==> src/rtl/ssd_scan_driver.sv <==
// ssd_scan_driver: time-multiplexed hex seven-segment driver with frame-synchronous valid/ready loading
module ssd_scan_driver #(
  parameter int NUM_DIGITS     = 2,
  parameter int SCAN_DIV       = 256,
  parameter int ACTIVE_LOW_SEG = 0,
  parameter int BLANK_LEADING  = 0
) (
  input  logic                               clk,
  input  logic                               rst,
  input  logic [4*NUM_DIGITS-1:0]            data_i,
  input  logic [NUM_DIGITS-1:0]              dp_i,
  input  logic                               valid_i,
  output logic                               ready_o,
  input  logic                               blank_i,
  output logic [6:0]                         seg_o,
  output logic                               dp_o,
  output logic [NUM_DIGITS-1:0]              dig_sel_o,
  output logic [(NUM_DIGITS > 1 ? $clog2(NUM_DIGITS) : 1)-1:0] dig_idx_o
);
  localparam int IW = NUM_DIGITS > 1 ? $clog2(NUM_DIGITS) : 1;
  localparam int DW = SCAN_DIV > 1 ? $clog2(SCAN_DIV) : 1;
  localparam logic [6:0] HEX [16] = '{
    7'h3F, 7'h06, 7'h5B, 7'h4F, 7'h66, 7'h6D, 7'h7D, 7'h07,
    7'h7F, 7'h6F, 7'h77, 7'h7C, 7'h39, 7'h5E, 7'h79, 7'h71
  };
  logic [DW-1:0]           div;
  logic [IW-1:0]           idx;
  logic [4*NUM_DIGITS-1:0] pend_data, disp_data;
  logic [NUM_DIGITS-1:0]   pend_dp, disp_dp, lz, sel;
  logic                    pend_full, wrap, frame_end, acc, blanked, dp;
  logic [3:0]              nib;
  logic [6:0]              seg;
  assign wrap      = div == DW'(SCAN_DIV - 1);
  assign frame_end = wrap && idx == IW'(NUM_DIGITS - 1);
  // scan counters: dwell SCAN_DIV cycles per digit, then step to the next digit
  always_ff @(posedge clk or posedge rst) begin
    if (rst) begin
      div <= '0;
      idx <= '0;
    end else begin
      div <= wrap ? '0 : div + DW'(1);
      if (wrap) idx <= idx == IW'(NUM_DIGITS - 1) ? '0 : idx + IW'(1);
    end
  end
  // one-deep pending buffer; only swapped into the display on the frame boundary so a frame never tears
  always_ff @(posedge clk or posedge rst) begin
    if (rst) begin
      pend_full <= 1'b0;
      pend_data <= '0;
      pend_dp   <= '0;
      disp_data <= '0;
      disp_dp   <= '0;
    end else if (valid_i && !pend_full) begin
      pend_data <= data_i;
      pend_dp   <= dp_i;
      pend_full <= 1'b1;
    end else if (frame_end && pend_full) begin
      disp_data <= pend_data;
      disp_dp   <= pend_dp;
      pend_full <= 1'b0;
    end
  end
  // lz[k] is set when nibbles k..NUM_DIGITS-1 are all zero
  always_comb begin
    acc = 1'b1;
    lz  = '0;
    for (int k = NUM_DIGITS - 1; k >= 0; k--) begin
      acc   = acc && disp_data[4*k +: 4] == 4'h0;
      lz[k] = acc;
    end
  end
  // decode the active digit from registered state only, then apply blanking
  always_comb begin
    nib     = disp_data[4*idx +: 4];
    blanked = BLANK_LEADING != 0 && idx != '0 && lz[idx];
    seg     = blank_i || blanked ? 7'h00 : HEX[nib];
    dp      = blank_i || blanked ? 1'b0 : disp_dp[idx];
    sel     = blank_i ? '0 : NUM_DIGITS'(1) << idx;
  end
  assign seg_o     = ACTIVE_LOW_SEG != 0 ? ~seg : seg;
  assign dp_o      = ACTIVE_LOW_SEG != 0 ? ~dp : dp;
  assign dig_sel_o = ACTIVE_LOW_SEG != 0 ? ~sel : sel;
  assign dig_idx_o = idx;
  assign ready_o   = !pend_full;
endmodule

==> config.mk <==
export PLATFORM = sky130hd
export DESIGN_NAME = ssd_scan_driver
export DESIGN_NICKNAME = d
export VERILOG_FILES = /design/src/rtl/ssd_scan_driver.sv
export SDC_FILE = /design/constraint.sdc
export NUM_CORES = 1
export LEC_CHECK = 0
export BUFFER_PORTS_ARGS = -buffer_cell sky130_fd_sc_hd__buf_2
export CAP_MARGIN = 40
export CORE_ASPECT_RATIO = 0.6
export CORE_MARGIN = 2
export CORE_UTILIZATION = 50
export DETAILED_ROUTE_END_ITERATION = 12
export GPL_TIMING_DRIVEN = 0
export PLACE_DENSITY = 0.78
export SLEW_MARGIN = 20
export SYNTH_ARGS = -nofsm -noshare
export SYNTH_HDL_FRONTEND = slang
export SYNTH_SLANG_ARGS = --single-unit
==> constraint.sdc <==
create_clock -name clk -period 2.23 [get_ports clk]
set_input_delay 0.3345 -clock clk [delete_from_list [all_inputs] [get_ports clk]]
set_output_delay 0.3345 -clock clk [all_outputs]
set_load 0.1 [all_outputs]
==> impl_metrics.json <==
{
  "syn-mean-instance-area_um2": 10.6,
  "synth_area_um2": 1580,
  "power_mw": 1.17,
  "antenna_cells": 0,
  "worst_pin_slew_ns": 0.540,
  "slew_violations": 0,
  "grt_pass1_vias": 1328,
  "die_width_um": 76.6,
  "start_util_pct": 53.6,
  "skew_ns": 0.00673,
  "slew_headroom_pct": 64.0,
  "ant_nets": 0,
  "clock_latency_ns": 0.28,
  "pin_count": 26,
  "cp-end-kind": "output pin",
  "cp.arrival_ns": 2.28,
  "clk_path_buf_depth": 2,
  "coreArea_um2": 2950,
  "yosys-top-cells-area": "dfrtp_1 48%, nand2_1 9.0%, mux2_4 8.6%",
  "overflow": 0,
  "rsz0062_at_grt": "yes",
  "synth_cell_type_count": 32,
  "drt_pre_antenna_iters": 4,
  "path_class": "reg -> out",
  "place.gp.congestion": 0.845,
  "yosysSeqAreaShare_pct": 47.5,
  "first_iter_violations": 121,
  "vias_per_cell": 5.69,
  "crit_required_ns": 1.90,
  "cts_buffers": 5,
  "dr.max_layer_used": "met4",
  "setup-violations-final": 7,
  "cts_tree": "done",
  "failed_checks": "negative setup slack",
  "dpl.hpwl_um": 2740,
  "clock-sinks": 30,
  "syn_inst": 149,
  "post-synth-top-area-cell": "dfrtp_1",
  "route.detailed.drc": 0,
  "hold_path.class": "in -> async",
  "fin_crit_sh_pct": 117,
  "grt_pass1_wl_um": 6930,
  "die_area_um2": 3640,
  "ys.warnings.count": 0,
  "ir_drop_mv": 0.422,
  "fmax_ghz": 0.383,
  "grt_max_degree": 22,
  "finalHoldViolations": 0,
  "nNetsFinal": 220,
  "status": "finished, violations left",
  "rows": 15,
  "setup_ws_ns": -0.381,
  "maxCapViolCount": 0,
  "vias": 1377,
  "wl_met1_um": 2100,
  "hold_ws_ns": 0.0263,
  "wl_per_cell_um": 21.6,
  "pre_cts_slack_ns": -0.428,
  "postCtsHoldBufs": 0,
  "die_h_um": 47.5,
  "synthToLayoutAreaGrowth_pct": 52.0,
  "wl_met3_um": 305,
  "layout_common_cells": "34 x nand2_1, 29 x dfrtp_1, 17 x buf_2, 13 x buf_4",
  "synth-seq-cells": 30,
  "synth_fp_nets": 170,
  "leakagePower_nw": 1.09,
  "synth.top_cell.area_share_pct": 47.5,
  "cp_max_fo": 4,
  "clk_pin_slew_worst_paths_ns": 0.07,
  "cts-root-buf": "clkbuf_8",
  "grtUsageTotal_pct": 27.3,
  "fin_crit_ns": 2.61,
  "met2WireLength_um": 2620,
  "cts-htree-levels": 2,
  "power_density_nw_per_um2": 488,
  "postRouteWirelength_um": 5230,
  "drive_gt1_share_pct": 51.0,
  "crit_path_start_kind": "flip-flop",
  "antenna_found_initial": 0,
  "final_common_cell": "nand2_1",
  "io_buffers": 24
}
[sequential cells by signal, summed over array words and instances (netlist names)]
register   cells
disp_data      8
div            8
pend_data      8
disp_dp        2
pend_dp        2
dig_idx_o      1
pend_full      1
[power breakdown]
group          internal (mW)  switching [mW]
combinational         0.0497          0.0936
sequential             0.566          0.0134
clock                  0.248           0.201
[area by class of cell]
cell class	count	area, um2
Timing Repair Buffer	44	414
Buffer	4	47.5
Tap cell	42	52.6
Clock buffer	7	86.3
Clock inverter	1	5.00
Multi-Input combinational cell	108	1020
Sequential cell	30	754
Inverter	6	22.5
Fill cell	156	547
[final timing paths]
check	start	to	slack [ns]	cells past startpoint
min in group clk	data_i[1]	pend_data[1]$_DFFE_PP0N_	0.25	3
setup reg to reg	div[0]$_DFF_PP0_	disp_data[5]$_DFFE_PP0P_	0.19	6
setup / recovery	dig_idx_o$_DFFE_PP0N_	seg_o[3]	-0.38	6
max in group asynchronous	rst	div[2]$_DFF_PP0_	1.72	3
hold reg to reg	pend_data[1]$_DFFE_PP0N_	pend_data[1]$_DFFE_PP0N_	0.49	2
hold / removal	rst	pend_data[3]$_DFFE_PP0N_	0.03	2
[critical path, cell delays in order (launching register included)]
cell and delay (ns):
dfrtp_4 0.53, mux2i_4 0.22, ha_1 0.32, inv_2 0.05, mux4_2 0.51, nor2_4 0.16, buf_12 0.18
[cells by family (layout without fill, tap and decap cells)]
kind of cell | count (synthesis) | in the layout | share of synthesized area (%)
buf+inv | 11 | 62 | 4.20
flops | 30 | 30 | 47.5
xor+xnor | 5 | 5 | 2.77
compound gates | 16 | 16 | 6.50
simple gates | 63 | 63 | 18.6
fa+ha+maj | 7 | 7 | 5.55
mux | 17 | 17 | 14.8
[through the flow]
stage	utilization [%]	TNS [ns]	std cells	cell area (um2)
floorplan	-	-3.64	149	1740
global placement	65.0	-1.21	215	1910
detailed placement	65.9	-1.46	217	1940
CTS	77.6	-1.53	235	2290
global route	81.4	-2.11	242	2400
finish	81.4	-1.93	242	2400
[per-layer routing]
layer,track usage [%],up-vias
li1,-,603
met1,32.4,678
met2,50.6,78
met3,6.42,18
met4,12.4,0
met5,0,-
[cells in the mapped netlist]
library cell,number
nor2_1,9
xor2_1,3
nand3b_1,1
nor3_4,1
a211oi_1,2
xnor2_1,2
buf_12,1
mux2_2,2
clkbuf_1,2
nand2_1,38
nor2b_1,2
and3_4,1
ha_1,7
nor3_1,1
a21oi_1,6
mux2i_1,5
nand2b_1,1
mux2_4,9
dfrtp_1,30
nand3_2,1
inv_1,6
or3_2,1
o31ai_1,1
mux4_1,1
buf_6,1
and3_2,1
o22a_1,1
nand3_1,5
a311oi_1,3
buf_2,1
o21ai_0,3
and2b_2,1
[what timing repair did]
item	4_1_cts	5_1_grt
setup buffers	11	7
endpoints found under the setup margin	7	8
endpoints found under the hold margin	0	0
pin swaps	9	8
gates resized for setup	43	13
No activity file was read; power rests on OpenSTA's default activity.
